File: config.mk
export PLATFORM = sky130hd
export DESIGN_NAME = count_ctrl
export DESIGN_NICKNAME = d
export VERILOG_FILES = /design/src/rtl/count_ctrl_pkg.sv /design/src/rtl/count_ctrl_debounce.sv /design/src/rtl/count_ctrl.sv
export SDC_FILE = /design/constraint.sdc
export NUM_CORES = 1
export LEC_CHECK = 0
export ABC_AREA = 1
export CAP_MARGIN = 20
export CORE_MARGIN = 2
export CORE_UTILIZATION = 25
export DETAILED_ROUTE_END_ITERATION = 7
export GPL_TIMING_DRIVEN = 0
export SYNTH_ARGS = -nofsm -noshare
export SYNTH_HDL_FRONTEND = slang
export SYNTH_SLANG_ARGS = --single-unit
File: constraint.sdc
create_clock -name clk -period 1.59 [get_ports clk]
set_clock_uncertainty 0.2 [all_clocks]
set_input_delay 0.477 -clock clk [delete_from_list [all_inputs] [get_ports clk]]
set_output_delay 0.477 -clock clk [all_outputs]
set_load 0.005 [all_outputs]
File: src/rtl/count_ctrl_pkg.sv
// Shared defaults and encodings for the count_ctrl block.
package count_ctrl_pkg;

    // Debounce depth: consecutive stable synchronized samples before a level change.
    localparam int unsigned DbDefault = 4;

    // Auto-increment period in clock cycles while run is high.
    localparam int unsigned PsDefault = 10;

    // Width of the debounce and prescale counters; must hold max(DB, PS-1).
    localparam int unsigned CwDefault = 8;

    // Auto-increment enable, derived from the synchronized run input.
    typedef enum logic {
        AutoOff = 1'b0,
        AutoOn  = 1'b1
    } auto_en_e;

endpackage

File: src/rtl/count_ctrl_debounce.sv
// Two-flop synchronizer plus counter-based debouncer for one raw push-button.
// Produces a one-cycle rise strobe when the debounced level goes 0->1.
module debounce
    import count_ctrl_pkg::*;
#(
    parameter int unsigned DB = DbDefault,
    parameter int unsigned CW = CwDefault
) (
    input  logic clk,
    input  logic rst_b,
    input  logic btn,
    output logic rise
);

    // The counter is compared against DB-1 before incrementing, so the level
    // flips on the same edge at which the count would have reached DB.
    localparam logic [CW-1:0] StableLast = CW'(DB - 1);

    logic          sync1_q;
    logic          sync2_q;
    logic          level_q;
    logic          level_d;
    logic          level_prev_q;
    logic [CW-1:0] stable_q;
    logic [CW-1:0] stable_d;

    // Two-flop synchronizer for the asynchronous button input.
    always_ff @(posedge clk or negedge rst_b) begin
        if (!rst_b) begin
            sync1_q <= 1'b0;
            sync2_q <= 1'b0;
        end else begin
            sync1_q <= btn;
            sync2_q <= sync1_q;
        end
    end

    // Count consecutive disagreeing samples; adopt the new level once DB have been seen.
    always_comb begin
        level_d  = level_q;
        stable_d = '0;
        if (sync2_q != level_q) begin
            if (stable_q == StableLast) begin
                level_d = sync2_q;
            end else begin
                stable_d = stable_q + CW'(1);
            end
        end
    end

    // Debounced level, its one-cycle-delayed copy, and the stability counter.
    always_ff @(posedge clk or negedge rst_b) begin
        if (!rst_b) begin
            level_q      <= 1'b0;
            level_prev_q <= 1'b0;
            stable_q     <= '0;
        end else begin
            level_q      <= level_d;
            level_prev_q <= level_q;
            stable_q     <= stable_d;
        end
    end

    // Rising edge of the debounced level only; releases produce nothing.
    assign rise = level_q & ~level_prev_q;

endmodule

File: src/rtl/count_ctrl.sv
// Count-control front end: debounced increment/clear buttons plus a periodic
// auto-increment, producing registered one-cycle c_up and clr pulses for a
// downstream counter. clr always wins over c_up.
module count_ctrl
    import count_ctrl_pkg::*;
#(
    parameter int unsigned DB = DbDefault,
    parameter int unsigned PS = PsDefault,
    parameter int unsigned CW = CwDefault
) (
    input  logic clk,
    input  logic rst_b,
    input  logic btn_up,
    input  logic btn_clr,
    input  logic run,
    output logic c_up,
    output logic clr
);

    localparam logic [CW-1:0] PsLast = CW'(PS - 1);

    logic          up_rise;
    logic          clr_rise;
    logic          run_sync1_q;
    logic          run_sync2_q;
    auto_en_e      auto_en;
    logic [CW-1:0] presc_q;
    logic [CW-1:0] presc_d;
    logic          tick;
    logic          c_up_q;
    logic          c_up_d;
    logic          clr_q;
    logic          clr_d;

    debounce #(
        .DB (DB),
        .CW (CW)
    ) u_debounce_up (
        .clk   (clk),
        .rst_b (rst_b),
        .btn   (btn_up),
        .rise  (up_rise)
    );

    debounce #(
        .DB (DB),
        .CW (CW)
    ) u_debounce_clr (
        .clk   (clk),
        .rst_b (rst_b),
        .btn   (btn_clr),
        .rise  (clr_rise)
    );

    // Two-flop synchronizer for the run level.
    always_ff @(posedge clk or negedge rst_b) begin
        if (!rst_b) begin
            run_sync1_q <= 1'b0;
            run_sync2_q <= 1'b0;
        end else begin
            run_sync1_q <= run;
            run_sync2_q <= run_sync1_q;
        end
    end

    assign auto_en = run_sync2_q ? AutoOn : AutoOff;

    // Tick marks the cycle whose closing edge wraps the prescaler.
    always_comb begin
        tick = (auto_en == AutoOn) && (presc_q == PsLast);
    end

    // Prescaler next state: held at 0 when idle, restarted by a clear, else counts 0..PS-1.
    always_comb begin
        presc_d = presc_q + CW'(1);
        if (clr_rise || (auto_en == AutoOff) || tick) begin
            presc_d = '0;
        end
    end

    // Output next state: clear suppresses any coincident increment; OR merges
    // coincident up-edge and tick into one pulse.
    always_comb begin
        clr_d  = clr_rise;
        c_up_d = (up_rise | tick) & ~clr_rise;
    end

    // Prescaler and registered output pulses.
    always_ff @(posedge clk or negedge rst_b) begin
        if (!rst_b) begin
            presc_q <= '0;
            c_up_q  <= 1'b0;
            clr_q   <= 1'b0;
        end else begin
            presc_q <= presc_d;
            c_up_q  <= c_up_d;
            clr_q   <= clr_d;
        end
    end

    assign c_up = c_up_q;
    assign clr  = clr_q;

endmodule

==> results of run 1 <==
==> power breakdown <==
part	total (mW)	switching (mW)	internal, mW
clock	0.609	0.311	0.298
sequential	1.20	0.132	1.06
combinational	0.451	0.277	0.174
total	2.25	0.719	1.54
==> placed cells by master, fill, tap and decap left out, drive strengths merged <==
cell type,Yosys,layout
o21ai,3,3
buf,0,1
clkinv,0,1
clkdlybuf4s15,0,2
inv,31,31
ha,6,6
clkbuf,0,6
xor2,6,6
dfrtp,36,36
nand3,13,13
xnor2,3,3
nand4,1,1
nor2,39,39
nor3,2,2
clkdlybuf4s50,0,3
a21oi,4,4
nand2,58,58
==> final cells by class <==
| type | count | area (um^2) | share of cell area [%] |
|---|---|---|---|
| flip-flops and latches | 36 | 901 | 47.0 |
| multi-input cells | 135 | 669 | 34.9 |
| inverters | 31 | 116 | 6.07 |
| well taps | 77 | 96.3 | 5.03 |
| clock buffers | 6 | 72.6 | 3.79 |
| repair buffers | 6 | 55.1 | 2.87 |
| clock inverters | 1 | 5.00 | 0.261 |
==> cells by family after synthesis <==
logic type / Yosys count / share of synthesized area, %
compound gates: 7 / 2.08
xor+xnor: 9 / 4.69
flops: 36 / 53.6
buf+inv: 31 / 6.92
fa+ha+maj: 6 / 4.46
simple gates: 113 / 28.3
==> layer usage <==
| layer | track usage [%] | up-vias |
|---|---|---|
| met5 | 0 | - |
| met4 | 3.90 | 0 |
| met3 | 3.85 | 2 |
| met2 | 11.8 | 12 |
| met1 | 11.3 | 523 |
| li1 | - | 633 |
==> worst register-to-register path: stages, from the launching register on <==
cell and delay, ns:
dfrtp_1 0.41, ha_1 0.19, inv_1 0.07, nor3_2 0.14, nand2_1 0.09, nand2_1 0.14
nor2_1 0.06
==> stage by stage <==
step                      setup slack [ns]  TNS, ns  area (um^2)
after floorplan                      0.266        0         1680
after global placement               -1.01   -36.15         1840
after detailed placement             0.113        0         1830
after CTS                           0.0446        0         1910
after global routing               0.00860        0         1920
final                               0.0659        0         1920
==> worst min-delay path by stage <==
stage | cells after the start | start | to | slack [ns]
floorplan | 0 | rst_b | c_up$_DFF_PN0_ | -0.02
global placement | 0 | u_debounce_up.sync1_q$_DFF_PN0_ | u_debounce_up.sync2_q$_DFF_PN0_ | 0.13
detailed placement | 0 | u_debounce_up.sync1_q$_DFF_PN0_ | u_debounce_up.sync2_q$_DFF_PN0_ | 0.13
CTS | 1 | rst_b | presc_q[3]$_DFF_PN0_ | 0.10
global route | 1 | rst_b | presc_q[3]$_DFF_PN0_ | 0.13
finish | 1 | rst_b | presc_q[5]$_DFF_PN0_ | 0.08
==> repair_timing <==
item	CTS	global route
endpoints found under the setup margin	2	4
pin swaps	0	0
gates resized for setup	4	1
==> registers in the layout (all words and copies together), names as in the netlist <==
name                         flops
clr                              1
run_sync2_q                      1
u_debounce_up.sync2_q            1
u_debounce_up.stable_q           8
presc_q                          8
u_debounce_up.level_q            1
u_debounce_clr.sync1_q           1
run_sync1_q                      1
u_debounce_up.sync1_q            1
c_up                             1
u_debounce_clr.level_q           1
u_debounce_up.level_prev_q       1
u_debounce_clr.sync2_q           1
u_debounce_clr.stable_q          8
u_debounce_clr.level_prev_q      1
==> impl_metrics.py, run 1 <==
metrics = {
    "worst_setup_path": {
        "critPathBufInv": 1,
        "cpPeakStageDelay_ns": 0.37,
        "r2r_cells": 6,
        "startpoint_type": "flip-flop",
        "path_class": "reg -> out",
        "regToRegEndpoint": "u_debounce_up.stable_q[5]$_DFF_PN0_",
        "cp_cell_sequence": "clkdlybuf4s15_1",
        "r2r_start": "u_debounce_up.stable_q[0]$_DFF_PN0_",
        "critPathCaptureType": "output port",
        "endpoint": "clr",
        "cp.arrival_ns": 0.85,
        "slowest_stage": "dfrtp_1",
        "path_depth": 1,
        "crit_path_max_fanout": 1,
        "required_ns": 0.91,
        "critPathTopFamily": "flip-flops",
        "ff2ff_setup_slack_ns": 0.18,
        "cp-startpoint": "clr$_DFF_PN0_",
    },
    "finish": {
        "finish.utilization_pct": 29.8,
        "fillers": 661,
        "area_delta_synth_final_pct": 13.9,
        "nNetsFinal": 226,
        "antenna_cells": 0,
        "layout.cells.non_filler": 292,
        "final_layout_size_suffix_gt1_share_pct": 7.44,
    },
    "synth": {
        "synth-seq-cells": 36,
        "syn-cell-area_um2": 1680,
        "ys_top_cells_by_count": "nand2_1 (54), dfrtp_1 (36), nor2_1 (35)",
        "ys_types": 15,
        "syn_inst": 202,
        "syn-num-nets": 213,
        "async_reset_ff_share_pct": 100,
        "netlist_top_cells_area": "dfrtp_1 (54%), nand2_1 (12%), nor2_1 (7.8%), inv_1 (6.9%), ha_1 (4.5%)",
        "synth.avg_cell_area_um2": 8.32,
        "synthFlopType": "dfrtp_1",
        "synth.most_common_cell": "nand2_1",
        "seq_area_frac_synth_pct": 53.6,
        "synth_edf_count": 0,
        "yosysTopAreaCellShare_pct": 53.6,
        "synth_area_leader_cell": "dfrtp_1",
        "ys.warnings.count": 0,
    },
    "global_routing": {
        "grt_use_total_pct": 8.53,
        "antenna_found_initial": 0,
        "grt_pass1_wl_um": 4930,
        "grt_pass1_vias": 1118,
        "overflow": 0,
        "grt_start_max_net_pins": 37,
    },
    "placed_design": {
        "portBuffers": 6,
        "hpwlAfterDp_um": 1930,
        "placedCellCount": 285,
        "gp_congestion": 0.859,
    },
    "floorplan": {
        "core_area_um2": 6420,
        "ios": 7,
        "die_height_um": 86.0,
        "dieArea_um2": 7400,
        "initial_utilization_pct": 26.2,
        "die_x_um": 86.0,
        "rows": 29,
    },
    "worst_hold_path": {
        "min_path_type": "in -> async",
    },
    "run": {
        "cap_violations": 0,
    },
    "detailed_routing": {
        "drt-vias-per-instance": 4.01,
        "routed.top_layer": "met4",
        "routed-via-count": 1170,
        "wirelength_um": 2720,
        "met3_length_um": 121,
        "drc_errors": 0,
        "firstDrtPassIters": 4,
        "wl_met2_um": 1210,
        "antenna_left": 0,
        "drtIter0Drc": 63,
        "wire_per_inst_um": 9.32,
        "wl_met1_um": 1370,
    },
    "timing": {
        "setup_viol": 0,
        "rsz0062_at_grt": "false",
        "period_needed_ns": 1.52,
        "finalCritPeriodShare_pct": 95.9,
        "relSlewSlack_pct": 45.9,
        "finalHoldWorstSlack_ns": 0.0804,
        "clock.fmax_mhz": 656,
        "drv_slew": 0,
        "worst_pin_slew_ns": 0.812,
        "report.final.hold_viol_count": 0,
    },
    "power": {
        "vdd_drop_max_mv": 0.371,
        "power.total_mw": 2.25,
        "powerDensity_nw_per_um2": 1180,
        "power_leakage_nw": 0.897,
    },
    "clock_network": {
        "ctsHoldBuffers": 0,
        "clockBufferDepth": 2,
        "cts_buffers": 5,
        "htree_levels": 2,
        "clkLatencyLatePin_ns": 0.28,
        "cts_tree": "yes",
        "post-cts-setup-buffer-count": 0,
        "cts.sinks": 36,
        "clkTransAtPathRegs_ns": 0.07,
        "cts_root_buf": "clkbuf_8",
    },
    "run_status": {
        "status": "finished clean",
    },
}
Power figures use the tool's default switching activity.
==> run 2: changes to the inputs <==
Settings changed: CAP_MARGIN 20 to 10, CORE_UTILIZATION 25 to 45.
==> impl_metrics.py, run 2 (synthesized netlist as in run 1, its figures left out) <==
metrics = {
    "power": {
        "vdd_drop_max_mv": 0.664,
        "switching_power_mw": 0.721,
        "p_clk_share_pct": 32.2,
        "p_int_mw": 1.70,
        "power_leakage_nw": 0.911,
        "power.total_mw": 2.42,
        "p_seq_share_pct": 49.4,
        "powerDensity_nw_per_um2": 1270,
        "power_frac_comb_pct": 18.4,
        "swShare_pct": 29.7,
    },
    "timing": {
        "finalHoldWorstSlack_ns": 0.0589,
        "rsz0062_at_grt": "false",
        "worst_pin_slew_ns": 0.775,
        "setup_viol": 0,
        "period_needed_ns": 1.51,
        "relSlewSlack_pct": 48.3,
        "report.final.hold_viol_count": 0,
        "clock.fmax_mhz": 660,
        "finalCritPeriodShare_pct": 95.2,
        "fin_ws_ns": 0.0757,
        "drv_slew": 0,
        "tns_ns": 0,
    },
    "floorplan": {
        "rows": 22,
        "initial_utilization_pct": 46.3,
        "die_x_um": 65.1,
        "core_area_um2": 3630,
        "ios": 7,
        "dieArea_um2": 4240,
        "die_height_um": 65.1,
    },
    "finish": {
        "reg_top3": "presc_q: 8 flops, u_debounce_clr.stable_q: 8 flops, u_debounce_up.stable_q: 8 flops",
        "finish.utilization_pct": 52.5,
        "area_delta_synth_final_pct": 13.5,
        "layout.cells.non_filler": 264,
        "layout_commonest_cell": "nand2_1",
        "final_layout_size_suffix_gt1_share_pct": 7.87,
        "final_area_um2": 1910,
        "nNetsFinal": 226,
        "final_cell_mix": "nand2_1 (54), dfrtp_1 (36), nor2_1 (35)",
        "antenna_cells": 0,
    },
    "detailed_routing": {
        "firstDrtPassIters": 4,
        "drtIter0Drc": 83,
        "antenna_left": 0,
        "routed-via-count": 1211,
        "drc_errors": 0,
        "drt-vias-per-instance": 4.59,
        "wirelength_um": 2660,
        "wire_per_inst_um": 10.1,
    },
    "worst_setup_path": {
        "critPathBufInv": 1,
        "path_depth": 1,
        "slowest_stage": "dfrtp_1",
        "startpoint_type": "flip-flop",
        "crit_path_max_fanout": 1,
        "critPathCaptureType": "output port",
        "cp.arrival_ns": 0.84,
        "path_class": "reg -> out",
        "cp_cell_sequence": "clkdlybuf4s15_1",
        "cpPeakStageDelay_ns": 0.36,
        "required_ns": 0.91,
        "r2r_cells": 6,
        "critPathTopFamily": "flip-flops",
    },
    "clock_network": {
        "clockBufferDepth": 2,
        "cts_root_buf": "clkbuf_8",
        "clkLatencyLatePin_ns": 0.29,
        "htree_levels": 2,
        "cts.sinks": 36,
        "post-cts-setup-buffer-count": 0,
        "cts_buffers": 5,
        "clkTransAtPathRegs_ns": 0.07,
        "cts_tree": "yes",
    },
    "worst_hold_path": {
        "min_path_type": "in -> async",
    },
    "placed_design": {
        "gp_congestion": 0.873,
        "hpwlAfterDp_um": 1870,
        "placed_cell_area_um2": 1800,
        "place_ws_ns": 0.0617,
        "portBuffers": 6,
        "placedCellCount": 256,
    },
    "global_routing": {
        "grt_pass1_vias": 1143,
        "grtUsageMet3_pct": 6.16,
        "met2_usage_pct": 23.5,
        "grt_use_total_pct": 14.8,
        "use_met1_pct": 17.9,
        "grt_pass1_wl_um": 4690,
        "grt-busiest-layer": "met2",
        "antenna_found_initial": 0,
        "overflow": 0,
        "grt_start_max_net_pins": 37,
    },
    "run_status": {
        "status": "finished clean",
    },
    "run": {
        "cap_violations": 0,
    },
}
-- run 2: cell types whose count changed in the layout (fill, tap and decap cells not counted), sizes merged --
cell	previous run	this run
bufinv	0	1
-- run 2: what timing repair did --
item | 4_1_cts | 5_1_grt
resized for setup | 2 | 3
setup endpoints to repair | 2 | 6
hold buffers | 0 | 0
-- run 2: path summary, 6_finish.rpt --
check                      slack [ns]                                  end                           startpoint
hold reg to reg                  0.15      u_debounce_up.sync2_q$_DFF_PN0_      u_debounce_up.sync1_q$_DFF_PN0_
setup / recovery                 0.08                                 c_up                       c_up$_DFF_PN0_
min in group clk                 0.15      u_debounce_up.sync2_q$_DFF_PN0_      u_debounce_up.sync1_q$_DFF_PN0_
setup reg to reg                 0.12  u_debounce_up.stable_q[0]$_DFF_PN0_  u_debounce_up.stable_q[0]$_DFF_PN0_
hold / removal                   0.06                 presc_q[5]$_DFF_PN0_                                rst_b
max in group asynchronous        0.63                 presc_q[7]$_DFF_PN0_                                rst_b
-- run 2: layout make-up --
| cell class | count | area (um^2) |
|---|---|---|
| clock inverter | 2 | 35.0 |
| clock buffer | 6 | 72.6 |
| multi-input combinational | 135 | 669 |
| inverter | 31 | 116 |
| fill | 340 | 1720 |
| tap | 48 | 60.1 |
| sequential | 36 | 901 |
| timing repair buffer | 6 | 55.1 |
-- run 2: power groups by stage --
stage          logic (mW)  registers [mW]  clock network (mW)
2_1_floorplan       0.323            1.19                   0
3_3_place_gp        0.451            1.21                   0
3_5_place_dp        0.462            1.22                   0
4_1_cts             0.449            1.20               0.813
5_1_grt             0.526            1.23               0.851
6_report            0.446            1.20               0.779
-- run 2: per-layer routing --
layer  vias to the layer above  part of all wire, %
met5                         -                    0
met4                         0                 0.68
met3                         2                  4.4
met2                        15                   46
met1                       559                   49
li1                        635                    -
